`config.mk`:
```
export PLATFORM = sky130hd
export DESIGN_NAME = hazard_ctrl
export DESIGN_NICKNAME = d
export VERILOG_FILES = /design/src/rtl/hazard_ctrl.sv
export SDC_FILE = /design/constraint.sdc
export NUM_CORES = 1
export LEC_CHECK = 0
export CAP_MARGIN = 0
export CORE_AREA = 4 4 81 83
export CTS_BUF_LIST = sky130_fd_sc_hd__clkbuf_8
export DETAILED_ROUTE_END_ITERATION = 10
export DIE_AREA = 0 0 85 87
export GPL_ROUTABILITY_DRIVEN = 0
export HOLD_SLACK_MARGIN = 0.06
export MAX_ROUTING_LAYER = met4
export PLACE_DENSITY = 0.66
export SLEW_MARGIN = 0
export SYNTH_ARGS = -nofsm -noshare
export SYNTH_HDL_FRONTEND = slang
export SYNTH_SLANG_ARGS = --single-unit
```
`constraint.sdc`:
```
create_clock -name i_clk -period 2.74 [get_ports i_clk]
set_input_delay 0.411 -clock i_clk [delete_from_list [all_inputs] [get_ports i_clk]]
set_output_delay 0.411 -clock i_clk [all_outputs]
set_load 0.03 [all_outputs]
```
`src/rtl/hazard_ctrl.sv`:
```
// hazard_ctrl: pipeline hazard controller for the 16-bit five-stage core.
// Watches ID/EX/MEM and drives PC and pipeline-register stall/flush controls
// for load-use interlock, mispredict redirect and data-memory wait, and keeps
// saturating performance counters plus a sticky memory-timeout flag.
//
// Ports:
//   i_clk, i_rst                 core clock, synchronous active-high reset
//   i_id_p0_addr/i_id_p1_addr    ID source registers, i_id_p0_used/i_id_p1_used
//   i_ex_mem_re, i_ex_we         EX instruction is a load / writes the reg file
//   i_ex_dst_addr                EX destination register
//   i_ex_mispredict              branch resolved in EX disagrees with prediction
//   i_mem_busy                   MEM data access not complete this cycle
//   o_pc_hold, o_pc_redirect     PC controls
//   o_stall_*, o_flush_*         pipeline register controls
//   o_state                      RUN=0 LDUSE=1 MEMWAIT=2 REDIR=3
//   o_mem_err                    sticky memory-timeout flag
//   o_stall_cycles, o_flush_count saturating performance counters
//
// state   | meaning
// RUN     | normal flow, no hazard in the previous cycle
// LDUSE   | one load-use bubble was inserted last cycle
// MEMWAIT | pipeline was held for a busy data memory last cycle
// REDIR   | second mispredict cycle: squash wrong-path fetch word
module hazard_ctrl #(
  parameter int MEM_TIMEOUT = 64
) (
  input  logic        i_clk,
  input  logic        i_rst,
  input  logic [3:0]  i_id_p0_addr,
  input  logic [3:0]  i_id_p1_addr,
  input  logic        i_id_p0_used,
  input  logic        i_id_p1_used,
  input  logic        i_ex_mem_re,
  input  logic        i_ex_we,
  input  logic [3:0]  i_ex_dst_addr,
  input  logic        i_ex_mispredict,
  input  logic        i_mem_busy,
  output logic        o_pc_hold,
  output logic        o_pc_redirect,
  output logic        o_stall_if_id,
  output logic        o_stall_id_ex,
  output logic        o_stall_ex_mem,
  output logic        o_flush_if_id,
  output logic        o_flush_id_ex,
  output logic        o_stall_mem_wb,
  output logic [1:0]  o_state,
  output logic        o_mem_err,
  output logic [15:0] o_stall_cycles,
  output logic [7:0]  o_flush_count
);

  typedef enum logic [1:0] {
    RUN     = 2'd0,
    LDUSE   = 2'd1,
    MEMWAIT = 2'd2,
    REDIR   = 2'd3
  } state_t;

  localparam logic [7:0] TO_LAST = 8'(MEM_TIMEOUT - 1);

  state_t      r_state;
  state_t      w_next_state;
  logic [7:0]  r_wait_cnt;
  logic        r_mem_err;
  logic [15:0] r_stall_cycles;
  logic [7:0]  r_flush_count;
  logic        w_load_use;

  // R0 is hardwired zero, so a load targeting it never creates a dependency.
  assign w_load_use = i_ex_mem_re & i_ex_we & (i_ex_dst_addr != 4'd0) &
                      ((i_id_p0_used & (i_id_p0_addr == i_ex_dst_addr)) |
                       (i_id_p1_used & (i_id_p1_addr == i_ex_dst_addr)));

  always_ff @(posedge i_clk) begin
    if (i_rst) r_state <= RUN;
    else       r_state <= w_next_state;
  end

  always_comb begin
    w_next_state = RUN;
    if (i_mem_busy)                w_next_state = MEMWAIT;
    else if (r_state == REDIR)     w_next_state = RUN;
    else if (i_ex_mispredict)      w_next_state = REDIR;
    else if (w_load_use)           w_next_state = LDUSE;
  end

  // REDIR keeps squashing IF/ID even under a memory stall; mispredict and
  // load-use are only looked at once the memory is idle since EX is held.
  always_comb begin
    o_pc_hold      = 1'b0;
    o_pc_redirect  = 1'b0;
    o_stall_if_id  = 1'b0;
    o_stall_id_ex  = 1'b0;
    o_stall_ex_mem = 1'b0;
    o_flush_if_id  = 1'b0;
    o_flush_id_ex  = 1'b0;
    o_stall_mem_wb = 1'b0;
    if (!i_rst) begin
      if (i_mem_busy) begin
        o_pc_hold      = 1'b1;
        o_stall_if_id  = 1'b1;
        o_stall_id_ex  = 1'b1;
        o_stall_ex_mem = 1'b1;
        o_stall_mem_wb = 1'b1;
        o_flush_if_id  = (r_state == REDIR);
      end else if (r_state == REDIR) begin
        o_flush_if_id  = 1'b1;
      end else if (i_ex_mispredict) begin
        o_pc_redirect  = 1'b1;
        o_flush_if_id  = 1'b1;
        o_flush_id_ex  = 1'b1;
      end else if (w_load_use) begin
        o_pc_hold      = 1'b1;
        o_stall_if_id  = 1'b1;
        o_flush_id_ex  = 1'b1;
      end
    end
  end

  always_ff @(posedge i_clk) begin
    if (i_rst) begin
      r_wait_cnt     <= 8'd0;
      r_mem_err      <= 1'b0;
      r_stall_cycles <= 16'd0;
      r_flush_count  <= 8'd0;
    end else begin
      if (!i_mem_busy)               r_wait_cnt <= 8'd0;
      else if (r_wait_cnt != TO_LAST) r_wait_cnt <= r_wait_cnt + 8'd1;
      if (i_mem_busy && (r_wait_cnt == TO_LAST)) r_mem_err <= 1'b1;
      if (o_pc_hold && (r_stall_cycles != 16'hFFFF))
        r_stall_cycles <= r_stall_cycles + 16'd1;
      if (o_pc_redirect && (r_flush_count != 8'hFF))
        r_flush_count <= r_flush_count + 8'd1;
    end
  end

  assign o_state        = r_state;
  assign o_mem_err      = r_mem_err;
  assign o_stall_cycles = r_stall_cycles;
  assign o_flush_count  = r_flush_count;

endmodule

```
==> out/metrics.yaml, run 1 <==
drt_iter0_drc: 48
avgViaCountPerCell: 4.91
hold_viol_final: 0
vdd_drop_max_v: 0.000179
synth_cells: 225
grt_max_degree: 38
numCtsBuffers: 5
synthTopCellsByArea: "dfxtp_1 (35%), nor2_1 (6.4%), mux2_4 (5.3%)"
dieWidth_um: 85
post-route-min-period_ns: 2.46
p_per_area_mw_per_mm2: 449
io_pins: 55
hpwlAfterDp_um: 3480
crit_type: "primary input to primary output"
wl_per_cell_um: 13.0
yosysSeqAreaShare_pct: 35.2
max_freq_mhz: 407
areaGrowthSynthToFinish_pct: 36.0
rrSetupSlack_ns: 0.79
period_share_pct: 89.7
hp-start: "o_mem_err$_SDFFE_PP0P_"
rsz0062_at_grt: "no"
synthDistinctLibCells: 40
num-nets-final: 303
yosys_warnings: 0
r2r_start: "o_stall_cycles[2]$_SDFFE_PP0P_"
syn-num-nets: 248
yosysMostFrequentCell: "dfxtp_1"
cts-htree-levels: 2
arrival_ns: 2.05
fin_skew_ns: 0.00843
worstSkewPairLatency_ns: 0.29
cts_sinks: 35
drv_slew: 0
syn_area_mm2: 0.00199
antenna_found_initial: 0
ys_ff_latch: 35
leakagePower_nw: 0.998
grt_pass1_vias: 1693
cts.clk_slew.worst_paths_ns: 0.08
numPortBuffers: 54
synth_top_cell_by_area: "dfxtp_1"
worstMarginPinSlew_ns: 0.524
post_cts_buffers: 0
detail_route.wirelength_um: 4630
path_max_fanout: 4
initial_core_util_pct: 34.0
drc: 0
setup_ws_ns: 0.282
crit_path_start: "i_ex_dst_addr[0]"
grt_first_pass_wirelength_um: 7660
num_rows: 28
start_kind: "primary input"
post_cts_resize_count: 0
ys.flop_type: "dfxtp_1"
max_slew_margin_pct: 64.9
setup_tns_ns: 0
core_area_mm2: 0.00585
overflow: 0
die_area_mm2: 0.00740
pre_cts_ws_ns: 0.206
yosys.area.top_type_share_pct: 35.2
ant_nets: 0
fillCellCount: 558
num_antenna_cells: 0
vias: 1747
drive_above_1_share_pct: 16.7
die_y_um: 87
first_pass_iters: 4
required_ns: 2.33
status: "finished clean"
ys_async_sr_fraction_pct: 0
cts_tree: "done"
synth_common_cells: "dfxtp_1 (35), nor2_1 (34), nand2_1 (13)"
cts_buffer_depth: 2
synth_area_per_cell_um2: 8.84
maxCapViolCount: 0
hold_path.class: "flop to flop"
synth_edf_count: 0
worst_setup_path_end_kind: "primary output"
cts_hold_buf: 0
finalSetupViolations: 0
root_buffer: "clkbuf_8"
grt_use_total_pct: 13.2
==> placed cells by master, fill, tap and decap left out, drive strengths merged <==
master         instances
a21o                   4
nor2b                 11
xnor2                  6
mux2i                  3
o211ai                 1
o2111ai                1
nor2                  35
mux2                  12
nor3                   8
and2                   1
a211oi                 3
xor2                  12
nor3b                  2
nor4                   1
o21ai                  4
nand3                 12
nand4                  7
buf                   11
dfxtp                 35
nand2                 13
and4                   5
bufinv                 2
a21oi                 19
a2111oi                1
nand2b                 4
clkbuf                 5
and3                   7
inv                    5
or3                    2
ha                     3
clkdlybuf4s50         46
==> final timing paths <==
check                               endpoint  cells after the start
max                            o_flush_id_ex                      7
min                   o_mem_err$_SDFFE_PP0P_                      2
max reg2reg  o_stall_cycles[15]$_SDFFE_PP0P_                      6
min reg2reg           o_mem_err$_SDFFE_PP0P_                      2
==> cell families after synthesis <==
kind of cell / after synthesis / share of synthesized area [%]
mux: 15 / 9.62
compound gates: 33 / 13.3
buf+inv: 13 / 3.40
fa+ha+maj: 3 / 1.89
xor+xnor: 18 / 7.92
simple gates: 108 / 28.7
flops: 35 / 35.2
==> cell type report <==
type,instances,area [µm²],area share (%)
Inverter,4,15.0,0.555
Tap cell,75,93.8,3.47
Clock inverter,3,63.8,2.36
Clock buffer,5,68.8,2.54
Sequential cell,35,701,25.9
Multi-Input combinational cell,177,1220,45.1
Timing Repair Buffer,57,543,20.1
==> flip-flops by register name (all words and copies together) (netlist names) <==
signal / cells
o_stall_cycles: 16
o_flush_count: 8
r_wait_cnt: 8
o_state: 2
o_mem_err: 1
==> report_power, final <==
| group | total, mW | switching (mW) | internal [mW] |
|---|---|---|---|
| clock network | 0.553 | 0.192 | 0.360 |
| registers | 0.524 | 0.00864 | 0.516 |
| logic | 0.139 | 0.0734 | 0.0651 |
| total | 1.22 | 0.274 | 0.941 |
==> layer usage <==
metal	global-route usage, %	share of wire, %	vias up
met4	5.18	1.6	0
met1	15.6	47	799
met3	3.50	5.0	7
met5	-	0	-
li1	-	-	901
met2	21.5	46	40
==> through the flow <==
step           total power, mW  area, µm²  cells  hold WS [ns]  util, %
2_1_floorplan            0.612       1990    225         0.475        -
3_3_place_gp             0.674       2570    348         0.449     44.0
3_5_place_dp             0.675       2570    348         0.461     44.0
4_1_cts                   1.23       2710    356         0.480     46.3
5_1_grt                   1.26       2710    356         0.519     46.3
6_report                  1.22       2710    356         0.475     46.3
==> worst max-delay path, cell delays in order <==
cell and delay (ns):
clkdlybuf4s50_1 0.47, xor2_1 0.19, nor3_1 0.22, and4_4 0.29, nor3_1 0.06, nor3_1 0.20
buf_4 0.21
(Power assumes the default switching activity.)
==> run 2, diff against run 1 <==
CORE_AREA = 4 4 72 74   (was 4 4 81 83)
DIE_AREA = 0 0 76 78   (was 0 0 85 87)
PLACE_DENSITY = 0.8   (was 0.66)
==> out/metrics.yaml, run 2 (synthesis gave the netlist of run 1 again) <==
status: "finished clean"
maxCapViolCount: 0  # unchanged
areaGrowthSynthToFinish_pct: 35.1
cts_tree: "done"
die_area_mm2: 0.00593  # -20%
largest_register_ffs: 16  # unchanged
drive_above_1_share_pct: 17.0  # +0.30 points
io_pins: 55  # unchanged
first_pass_iters: 4  # unchanged
worstSkewPairLatency_ns: 0.29  # about the same
crit_type: "primary input to primary output"
drt-met1-wl_um: 2000  # -8.9%
root_buffer: "clkbuf_8"
fin_util_pct: 58.4  # +12 points
detail_route.wirelength_um: 4550  # -1.8%
initial_core_util_pct: 43.3  # +9.3 points
wl_met3_um: 235  # +1.3%
critical_path.cell_chain: "clkdlybuf4s50_1, nor4_1, nor2_1, and4_4, o21ai_2, nand2_1, buf_4"
hold_viol_final: 0  # unchanged
wl_per_cell_um: 13.5  # +4.0%
final_cell_mix: "clkdlybuf4s50_1 (46), dfxtp_1 (35), nor2_1 (34)"
cts_sinks: 35  # unchanged
vias: 1792  # +2.6%
final_common_cell: "clkdlybuf4s50_1"
start_kind: "primary input"
num_antenna_cells: 0  # unchanged
worst_hold_slack_ns: 0.479  # +0.00478 ns
num_rows: 25  # -11%
grt_use_total_pct: 16.0  # +2.8 points
max_slew_margin_pct: 64.2  # -0.68 points
placed_area_mm2: 0.00255  # -0.73%
arrival_ns: 2.02  # -0.03 ns
ant_nets: 0  # unchanged
max_freq_mhz: 411  # +1.1%
grt_max_degree: 40  # +5.3%
crit_family: "simple AND/OR/NAND/NOR gates"
setup_tns_ns: 0  # unchanged
hpwlAfterDp_um: 3400  # -2.2%
post-route-min-period_ns: 2.43  # -0.0277 ns
fin_skew_ns: 0.00490  # -0.00352 ns
required_ns: 2.33  # about the same
highest_layer: "met4"
cts.clk_slew.worst_paths_ns: 0.07  # about the same
fillCellCount: 399  # -28%
worst_setup_path_end_kind: "primary output"
drt_iter0_drc: 67  # +40%
die_y_um: 78  # -10%
finalSetupViolations: 0  # unchanged
fin_area_mm2: 0.00269  # -0.69%
p_per_area_mw_per_mm2: 451  # +0.52%
post_cts_buffers: 0  # unchanged
overflow: 0  # unchanged
core_area_mm2: 0.00460  # -21%
numCtsBuffers: 5  # unchanged
cts-htree-levels: 2  # unchanged
cp.buffers_inverters: 2  # unchanged
drc: 0  # unchanged
num-nets-final: 304  # +0.33%
avgViaCountPerCell: 5.33  # +8.7%
drv_slew: 0  # unchanged
numPortBuffers: 54  # unchanged
post_cts_resize_count: 0  # unchanged
antenna_found_initial: 0  # unchanged
max_stage_delay_ns: 0.47  # about the same
leakagePower_nw: 1.00  # +0.42%
path_max_fanout: 4  # unchanged
hold_path.class: "flop to flop"
worstMarginPinSlew_ns: 0.534  # +0.0102 ns
period_share_pct: 88.7  # -1.0 points
vdd_drop_max_v: 0.000299  # +67%
grt_pass1_vias: 1708  # +0.89%
cts_hold_buf: 0  # unchanged
dr_wl_met2_um: 2180  # +2.0%
cts_buffer_depth: 2  # unchanged
rrSetupSlack_ns: 0.77  # -0.02 ns
cp_slowest_cell: "clkdlybuf4s50_1"
rsz0062_at_grt: "no"
grt_first_pass_wirelength_um: 7750  # +1.2%
dieWidth_um: 76  # -11%
[run 2: final cells by class]
type,instances,area [µm²],share of cell area (%)
multi-input cells,177,1220,45.4
flip-flops and latches,35,701,26.1
repair buffers,58,551,20.5
clock buffers,5,68.8,2.56
well taps,54,67.6,2.51
clock inverters,3,63.8,2.37
inverters,4,15.0,0.559
[run 2: power by group]
group          switching, mW  total, mW  internal, mW  leakage, nW
Sequential           0.00923      0.525         0.516        0.283
Clock                  0.189      0.549         0.360       0.0695
Combinational         0.0735      0.139        0.0653        0.650
[run 2: tightest hold or removal path, cell delays in order (launching register included)]
cell and delay [ns]:
dfxtp_1 0.34, a21oi_1 0.04, nor2_1 0.07
[run 2: worst paths after layout]
path	from	cells past startpoint	endpoint
worst min-delay path	o_mem_err$_SDFFE_PP0P_	2	o_mem_err$_SDFFE_PP0P_
worst max-delay path	i_ex_dst_addr[0]	7	o_pc_hold
worst min register to register	o_mem_err$_SDFFE_PP0P_	2	o_mem_err$_SDFFE_PP0P_
worst max register to register	o_stall_cycles[1]$_SDFFE_PP0P_	5	o_stall_cycles[9]$_SDFFE_PP0P_
[run 2: per-stage QoR]
step	instances	power [mW]	setup slack, ns
after floorplan	225	0.612	0.593
after global placement	328	0.674	0.257
after detailed placement	328	0.676	0.231
after CTS	336	1.22	0.303
after global routing	336	1.25	0.129
final	336	1.21	0.310
[run 2: layer usage]
metal	track usage (%)	vias up
met3	4.29	18
met4	6.76	0
met1	19.4	820
li1	-	902
met5	-	-
met2	24.9	52
==> run 3, diff against run 2 <==
CAP_MARGIN = unset   (was 0)
==> results of run 3 <==
Same layout as run 2: the final DEF is identical, and so are final timing and power.
